<file path="src/rtl/decision_thr_pkg.sv">
// Shared constants for the adaptive decision-threshold (R) update datapath.
package decision_thr_pkg;

  // Default operand geometry: unsigned fixed point with FRAC fraction bits.
  localparam int DW_DEF   = 16;
  localparam int CW_DEF   = 16;
  localparam int FRAC_DEF = 8;
  localparam int NCH_DEF  = 3;

  // Default adaptation coefficients (8 fraction bits).
  localparam logic [15:0] RSCALE_DEF         = 16'h0500;
  localparam logic [15:0] RLOW_DEF           = 16'h1200;
  localparam logic [15:0] RHIGH_DEF          = 16'hFFFF;
  localparam logic [15:0] ONE_MINUS_RINC_DEF = 16'h00f3;
  localparam logic [15:0] ONE_PLUS_RINC_DEF  = 16'h010d;

endpackage

</file>
<file path="src/rtl/decision_thr_lane.sv">
// One channel of the R update: compare, scale, saturate, clamp.
// Stage A registers dmin*rscale, B registers rx*multiplier, C saturates,
// D clamps into the output register. Coefficients arrive already aligned
// to the stage that consumes them.
module decision_thr_lane
  import decision_thr_pkg::*;
#(
  parameter int DW   = DW_DEF,
  parameter int CW   = CW_DEF,
  parameter int FRAC = FRAC_DEF
) (
  input  logic          clk,
  input  logic          rst,
  input  logic [DW-1:0] rx_i,
  input  logic [DW-1:0] dmin_i,
  input  logic [CW-1:0] rscale_i,
  input  logic [CW-1:0] mul_dec_i,
  input  logic [CW-1:0] mul_inc_i,
  input  logic          freeze_i,
  input  logic [DW-1:0] rlow_i,
  input  logic [DW-1:0] rhigh_i,
  input  logic          out_en_i,
  output logic [DW-1:0] rnx_o,
  output logic          sat_o
);

  localparam int PW = DW + CW;
  localparam int SW = PW - FRAC;

  logic [PW-1:0] p_q;
  logic [DW-1:0] rx_a_q;
  logic [PW-1:0] prod_q;
  logic [DW-1:0] rx_b_q;
  logic [DW-1:0] m_q;
  logic          sat2_q;
  logic [DW-1:0] rnx_q;
  logic          sat_q;

  logic          dec;
  logic [CW-1:0] mul_sel;
  logic [SW-1:0] shifted;
  logic          over;
  logic [DW-1:0] m_d;
  logic          sat2_d;
  logic [DW-1:0] rnx_d;
  logic          sat_d;

  // Stage A: scaled distance product, R travels alongside.
  always_ff @(posedge clk) begin
    p_q    <= {{CW{1'b0}}, dmin_i} * {{DW{1'b0}}, rscale_i};
    rx_a_q <= rx_i;
  end

  // Decrease only when R (aligned to the product scale) strictly exceeds dmin*rscale.
  always_comb begin
    dec     = ({{(CW - FRAC){1'b0}}, rx_a_q, {FRAC{1'b0}}} > p_q);
    mul_sel = dec ? mul_dec_i : mul_inc_i;
  end

  // Stage B: apply the chosen multiplier.
  always_ff @(posedge clk) begin
    prod_q <= {{CW{1'b0}}, rx_a_q} * {{DW{1'b0}}, mul_sel};
    rx_b_q <= rx_a_q;
  end

  // Truncate the fraction and saturate to DW bits; freeze bypasses adaptation.
  always_comb begin
    shifted = prod_q[PW-1:FRAC];
    over    = |shifted[SW-1:DW];
    m_d     = shifted[DW-1:0];
    sat2_d  = 1'b0;
    if (freeze_i) begin
      m_d = rx_b_q;
    end else if (over) begin
      m_d    = {DW{1'b1}};
      sat2_d = 1'b1;
    end
  end

  // Stage C: saturated result.
  always_ff @(posedge clk) begin
    m_q    <= m_d;
    sat2_q <= sat2_d;
  end

  // Clamp to [rlow, rhigh]; the lower bound wins when the window is inverted.
  always_comb begin
    rnx_d = m_q;
    sat_d = sat2_q;
    if (m_q < rlow_i) begin
      rnx_d = rlow_i;
      sat_d = 1'b1;
    end else if (m_q > rhigh_i) begin
      rnx_d = rhigh_i;
      sat_d = 1'b1;
    end
  end

  // Stage D: output register, updated only for valid pixels so gaps hold.
  always_ff @(posedge clk) begin
    if (rst) begin
      rnx_q <= '0;
      sat_q <= 1'b0;
    end else if (out_en_i) begin
      rnx_q <= rnx_d;
      sat_q <= sat_d;
    end
  end

  assign rnx_o = rnx_q;
  assign sat_o = sat_q;

endmodule

</file>
<file path="src/rtl/decision_thr_mc.sv">
// Multi-channel R update: NCH lock-step lanes, shared valid and coefficient pipeline.
module decision_thr_mc
  import decision_thr_pkg::*;
#(
  parameter int DW   = DW_DEF,
  parameter int CW   = CW_DEF,
  parameter int FRAC = FRAC_DEF,
  parameter int NCH  = NCH_DEF
) (
  input  logic              clk,
  input  logic              rst,
  input  logic              rv,
  input  logic [NCH*DW-1:0] rx,
  input  logic [NCH*DW-1:0] dmin,
  input  logic [CW-1:0]     rscale,
  input  logic [DW-1:0]     rlow,
  input  logic [DW-1:0]     rhigh,
  input  logic [CW-1:0]     one_minus_rinc,
  input  logic [CW-1:0]     one_plus_rinc,
  input  logic              freeze,
  output logic              rnv,
  output logic [NCH*DW-1:0] rnx,
  output logic [NCH-1:0]    sat
);

  logic [3:0]    v_q;
  logic [CW-1:0] mul_dec_a_q, mul_inc_a_q;
  logic          freeze_a_q, freeze_b_q;
  logic [DW-1:0] rlow_a_q, rlow_b_q, rlow_c_q;
  logic [DW-1:0] rhigh_a_q, rhigh_b_q, rhigh_c_q;

  // Valid shift register; reset drops everything in flight.
  always_ff @(posedge clk) begin
    if (rst) begin
      v_q <= '0;
    end else begin
      v_q <= {v_q[2:0], rv};
    end
  end

  // Per-pixel controls ride along with the data to the stage that uses them.
  always_ff @(posedge clk) begin
    mul_dec_a_q <= one_minus_rinc;
    mul_inc_a_q <= one_plus_rinc;
    freeze_a_q  <= freeze;
    freeze_b_q  <= freeze_a_q;
    rlow_a_q    <= rlow;
    rlow_b_q    <= rlow_a_q;
    rlow_c_q    <= rlow_b_q;
    rhigh_a_q   <= rhigh;
    rhigh_b_q   <= rhigh_a_q;
    rhigh_c_q   <= rhigh_b_q;
  end

  generate
    for (genvar gi = 0; gi < NCH; gi++) begin : g_lane
      decision_thr_lane #(
        .DW   (DW),
        .CW   (CW),
        .FRAC (FRAC)
      ) u_lane (
        .clk       (clk),
        .rst       (rst),
        .rx_i      (rx[gi*DW +: DW]),
        .dmin_i    (dmin[gi*DW +: DW]),
        .rscale_i  (rscale),
        .mul_dec_i (mul_dec_a_q),
        .mul_inc_i (mul_inc_a_q),
        .freeze_i  (freeze_b_q),
        .rlow_i    (rlow_c_q),
        .rhigh_i   (rhigh_c_q),
        .out_en_i  (v_q[2]),
        .rnx_o     (rnx[gi*DW +: DW]),
        .sat_o     (sat[gi])
      );
    end
  endgenerate

  assign rnv = v_q[3];

endmodule

</file>
<file path="config.mk">
export PLATFORM = sky130hd
export DESIGN_NAME = decision_thr_mc
export DESIGN_NICKNAME = d
export VERILOG_FILES = /design/src/rtl/decision_thr_pkg.sv /design/src/rtl/decision_thr_lane.sv /design/src/rtl/decision_thr_mc.sv
export SDC_FILE = /design/constraint.sdc
export NUM_CORES = 2
export LEC_CHECK = 0
export CORE_ASPECT_RATIO = 0.5
export CORE_MARGIN = 5
export CORE_UTILIZATION = 58
export CTS_CLUSTER_SIZE = 14
export DETAILED_ROUTE_END_ITERATION = 10
export GPL_ROUTABILITY_DRIVEN = 0
export MAX_ROUTING_LAYER = met4
export PLACE_DENSITY = 0.78
export SYNTH_ARGS = -nofsm -noshare
export SYNTH_HDL_FRONTEND = slang
export SYNTH_HIERARCHICAL = 1
export SYNTH_SLANG_ARGS = --single-unit
</file>
<file path="constraint.sdc">
create_clock -name clk -period 7.9 [get_ports clk]
set_input_delay 1.975 -clock clk [delete_from_list [all_inputs] [get_ports clk]]
set_output_delay 1.975 -clock clk [all_outputs]
set_load 0.005 [all_outputs]
</file>
# After elaboration in Yosys (flattened, before gate mapping)
# Cells that the tools add are included.
# W data, S select, Z words.
[op_classes] muxes=24 multipliers=6 add_sub_neg=0 eq_ne=0 order_cmp=9 reduce_logical=3 n_shift=0 bitwise_logic=0 div=0
[ops] operator="$mux W16" count=15
[ops] operator="$mul A16 B16 Y32" count=6
[ops] operator="$gt A24 B32 Y1" count=3
[ops] operator="$gt A16 B16 Y1" count=3
[ops] operator="$lt A16 B16 Y1" count=3
[ops] operator="$reduce_or A8 Y1" count=3
[ops] operator="$mux W1" count=9
[word_totals] wordCells=77 ramBits=0 latch_bits=0 reg_bits=524 out_inout_bits=52 in_bits=180 rom_bits=0 n_memories=0

# Longest topological paths before layout
[logic_depth] word_depth=3 depth_mapped=33 depth_no_buf=31

# Modules after synthesis
# The synthesis kept the hierarchy.
[modules_own_cells] module="decision_thr_lane (g_lane[0].u_lane)" cells_per_inst=2348 seq_area_each_um2=2442.3 n_inst=1 area_each_um2=21250.4
[modules_own_cells] module="decision_thr_lane (g_lane[2].u_lane)" cells_per_inst=2346 seq_area_each_um2=2442.3 n_inst=1 area_each_um2=21242.9
[modules_own_cells] module="decision_thr_lane (g_lane[1].u_lane)" cells_per_inst=2304 seq_area_each_um2=2442.3 n_inst=1 area_each_um2=21016.4
[modules_own_cells] module="decision_thr_mc" cells_per_inst=138 seq_area_each_um2=2682.6 n_inst=1 area_each_um2=2707.6

# Least setup slack after synthesis
# Ideal clock, no wire load.
[synth_path] path_type="register to register" from="register g_lane[1].u_lane.rx_a_q[15]" to="register g_lane[1].u_lane.prod_q[31]" n_path_buf=2 required_time_ns=7.828 arrival_time_ns=7.933 setup_ns=0.072 synth_period_minus_slack_ns=8.005 setup_slack_ns=-0.105 stages_incl_launch_ff=30 path_cell_list="dfxtp_1 ha_1 and3_1 and3_1 a31o_2 a31oi_1 buf_2 mux2_2 clkbuf_1 nand2_1 fa_1 fa_1 inv_1 fa_1 fa_1 fa_1 inv_1 fa_1 inv_1 ha_1 a21o_1 a211o_1 o211ai_1 o2bb2ai_1 a31oi_4 a21boi_2 a21oi_2 and4_4 a2111oi_2 xnor2_1"
[synth_via] elab_chain_len=3
[synth_rtl] element="from (decl)" line="decision_thr_lane.sv:31" text="logic [DW-1:0] rx_a_q;"
[synth_rtl] element="from (signal assigned)" line="decision_thr_lane.sv:51" text="rx_a_q <= rx_i;"
[synth_rtl] element="$gt A24 B32 Y1" line="decision_thr_lane.sv:56" text="dec = ({{(CW - FRAC){1'b0}}, rx_a_q, {FRAC{1'b0}}} > p_q);"
[synth_rtl] element="$mux W16" line="decision_thr_lane.sv:57" text="mul_sel = dec ? mul_dec_i : mul_inc_i;"
[synth_rtl] element="$mul A16 B16 Y32 *" line="decision_thr_lane.sv:62" text="prod_q <= {{CW{1'b0}}, rx_a_q} * {{DW{1'b0}}, mul_sel};"
[synth_rtl] element="to (signal assigned)" line="decision_thr_lane.sv:62"
[synth_rtl] element="to (decl)" line="decision_thr_lane.sv:32" text="logic [PW-1:0] prod_q;"
# Mark *: on every way between the ends. The rest lies on a longest branch, timed or not.
# A chain may end at the register's enable or synchronous reset.

# Worst setup path in the final report
[layout_path] from="register g_lane[1].u_lane.p_q[28]" to="register g_lane[1].u_lane.prod_q[30]"
[layout_via] elab_chain_len=3
[layout_rtl] element="from (decl)" line="decision_thr_lane.sv:30" text="logic [PW-1:0] p_q;"
[layout_rtl] element="from (signal assigned)" line="decision_thr_lane.sv:50" text="p_q <= {{CW{1'b0}}, dmin_i} * {{DW{1'b0}}, rscale_i};"
[layout_rtl] element="$gt A24 B32 Y1" line="decision_thr_lane.sv:56"
[layout_rtl] element="$mux W16" line="decision_thr_lane.sv:57"
[layout_rtl] element="$mul A16 B16 Y32" line="decision_thr_lane.sv:62"
# Every way passes these cells.

==> results.toml <==
[outcome]
status = "finished, final reports clean"

[sta]
fin_crit_ps = 7845
final-hold-violation-count = 0
worstMarginPinSlew_ps = 1230
clock_skew_ps = 41.09
max_freq_mhz = 127.5
period_share = 0.9931
tns_ps = 0
slew_violations = 0
max_slew_margin = 0.1798
fin_ws_ps = 54.70
setup_viol = 0

[floorplanning]
ios = 232
initial_core_util = 0.5860
dieWidth_um = 487.8
rows = 87
core_area_um2 = 113000
die_area_um2 = 121400
die_y_um = 248.9

[global_route]
grt_pass1_wl_um = 279700
grt_max_degree = 100
grt_usage = 0.2972
grt_antenna_before_repair = 11
grt_overflow = 0
first_global_vias = 52465

[detailed_routing]
drc_errors = 0
via_per_inst = 5.519
dr.pass1.iters = 6
routed_wl_um = 175200
routed-via-count = 50749
ant_nets = 0
wl_per_cell_um = 19.05
drtIter0Drc = 3711

[yosys]
synth_edf_count = 0
syn_area_um2 = 66220
syn_nets = 9233
seq_area_frac_synth = 0.1512
yosysUniqueCellTypes = 89
ys_seq_elements = 500
netlist_instances = 7136
ys_warn_count = 6
ys_async_sr_fraction = 0
avgSynthCellArea_um2 = 9.279
synthFlopType = "dfxtp_1"

[worst_setup_path]
critPathArrivalTime_ps = 8370
endpoint_kind = "flop"
worstSetupPathType = "reg2reg"
required_ps = 8420
crit_fanout = 7
start_kind = "flop"

[cts]
cts-buffers-inserted = 49
cts-root-buf = "clkbuf_16"
path_clk_slew_ps = 70
clock-sinks = 500
cts_tree = "built"
clk-insertion-delay-late_ps = 660
htreeDepth = 2
cts_buffer_depth = 3

[worst_hold_path]
hold_path_class = "reg2reg"

[place]
port_buffers = 231
pre_cts_slack_ps = -642.0
dpl_cell_area_um2 = 72950
placedCellCount = 9066
hpwl_um = 140700

[layout]
syn_to_final_growth_pct = 14.18
fin_nets = 9736
layout-drive-gt1-share = 0.09657
stdcell_count = 9196
design_area_um2 = 75610

[flow_run]
drv_cap = 0
==> layout make-up <==
cell class / count / area [um^2]
flip-flops and latches: 500 / 10020
fillers: 8619 / 37390
clock inverters: 20 / 271.5
clock buffers: 65 / 1366
inverters: 1546 / 5803
repair buffers: 694 / 6140
multi-input cells: 4848 / 50090
diodes: 10 / 25.02
well taps: 1513 / 1893
==> kinds of logic after synthesis <==
| group | share of synthesized area |
|---|---|
| DFF | 0.1512 |
| and+or+nand+nor | 0.1500 |
| adders and majority gates | 0.4938 |
| buffers and inverters | 0.1017 |
| muxes | 0.01568 |
| AOI/OAI and AO/OA | 0.06719 |
| xor gates and xnor gates | 0.02037 |
==> synthesized netlist by cell type (5+ instances only) <==
master | number | area [um^2]
a211o_1 | 9 | 78.83
o22ai_1 | 6 | 37.54
fa_1 | 1161 | 23240
o311ai_0 | 18 | 157.7
and4_1 | 9 | 78.83
nand2b_1 | 36 | 225.2
a31o_2 | 7 | 61.31
o211ai_1 | 28 | 210.2
o21ai_1 | 5 | 25.02
ha_1 | 756 | 9459
nand3_1 | 77 | 385.4
and2_1 | 511 | 3197
xnor2_1 | 106 | 928.4
nor3b_1 | 7 | 52.55
o2111ai_1 | 6 | 52.55
inv_1 | 1544 | 5796
a21o_1 | 116 | 870.8
nand2_1 | 977 | 3667
o221ai_1 | 17 | 148.9
mux2_2 | 54 | 608.1
o21bai_1 | 21 | 157.7
nand4_1 | 30 | 187.7
buf_2 | 17 | 85.08
or3_1 | 10 | 62.56
nor3_1 | 90 | 450.4
o21a_1 | 34 | 255.2
clkbuf_1 | 219 | 822.0
nor2_1 | 74 | 277.8
o21ai_0 | 66 | 330.3
and3_1 | 14 | 87.58
nor2b_1 | 153 | 957.2
a31oi_1 | 18 | 112.6
nor4_1 | 19 | 118.9
o31ai_1 | 6 | 45.04
buf_1 | 5 | 18.77
a21oi_1 | 207 | 1036
a211oi_1 | 15 | 112.6
dfxtp_1 | 500 | 10010
a221o_1 | 18 | 180.2
xor2_1 | 48 | 420.4
mux2i_1 | 43 | 430.4
==> routing by layer <==
layer  wire [um]  vias up  part of all wire  global-route usage
li1            -    22925                 -                   -
met1       70520    24981              0.40              0.3881
met2       78680     2344              0.45              0.4566
met3       16580      499             0.095             0.05649
met4        9401        0             0.054              0.1258
met5           0        -                 0                   -
==> cells in the final DEF (no fill, tap or decap), drive strengths merged, types with 9 or more instances in the layout <==
master	count
dfxtp	500
mux2	54
a211o	10
nor2	74
xor2	48
mux2i	43
inv	1548
nor3	91
o31ai	9
clkbuf	67
or3	10
clkdlybuf4s50	212
ha	756
and2	511
a31oi	20
clkinv	11
o21a	34
buf	474
xnor2	106
nand2b	36
fa	1161
nor2b	153
a211oi	17
and4	10
o221ai	17
diode	10
o21ai	71
o21bai	22
a21oi	209
o211ai	30
nand3	77
nand2	977
nor4	19
a221o	18
nand4	30
a21o	116
o311ai	18
and3	14
==> per-stage QoR <==
stage          utilization  hold slack (ps)
3_5_place_dp        0.6456            312.1
6_report            0.6691            320.4
3_3_place_gp        0.6456            310.5
5_1_grt             0.6691            332.0
4_1_cts             0.6607            321.6
2_1_floorplan            -            309.6
==> critical path, cell delays in order, from the launching register on <==
cell and delay (ps):
dfxtp_1 300, nor4_1 480, nand2_2 260, a31o_2 320
a31oi_4 260, clkbuf_16 220, buf_4 110, mux2_4 330
and2_4 170, fa_1 490, fa_1 530, fa_1 530
fa_1 520, fa_1 550, inv_2 50, fa_1 550
inv_2 60, ha_4 220, a211o_1 350, o211ai_1 280
o2bb2ai_2 170, a31oi_4 70, a21boi_2 200, a21oi_2 110
buf_4 160, a21o_1 190, a21oi_2 150, xnor2_1 80
==> worst paths after layout <==
kind / start / endpoint / slack [ps] / cells past startpoint
worst max-delay path: g_lane[1].u_lane/p_q[28]$_DFF_P_ / g_lane[1].u_lane/prod_q[30]$_DFF_P_ / 50 / 27
worst max register to register: g_lane[1].u_lane/p_q[28]$_DFF_P_ / g_lane[1].u_lane/prod_q[30]$_DFF_P_ / 50 / 27
worst min register to register: rhigh_b_q[2]$_DFF_P_ / rhigh_c_q[2]$_DFF_P_ / 320 / 0
worst min-delay path: rhigh_b_q[2]$_DFF_P_ / rhigh_c_q[2]$_DFF_P_ / 320 / 0
==> state kept, by name, indices dropped and copies added (netlist names), 3 cells and up <==
register	flops
mul_inc_a_q	16
g_lane.u_lane/p_q	96
rhigh_a_q	16
g_lane.u_lane/sat_o	3
rlow_b_q	16
g_lane.u_lane/rnx_o	48
g_lane.u_lane/m_q	48
mul_dec_a_q	16
g_lane.u_lane/rx_b_q	48
rlow_c_q	16
v_q	4
g_lane.u_lane/sat2_q	3
rlow_a_q	16
g_lane.u_lane/rx_a_q	48
rhigh_b_q	16
rhigh_c_q	16
g_lane.u_lane/prod_q	72
==> repair_timing <==
action,in CTS,in global routing
endpoints found under the setup margin,14,41
pin swaps,4,85
buffers inserted,4,29
hold buffers,0,0
resized for setup,3,146
gates cloned,0,2
Power is left out: the tool's default activity adds up to more than one toggle a clock period on the data nets, which glitch-free logic cannot reach.
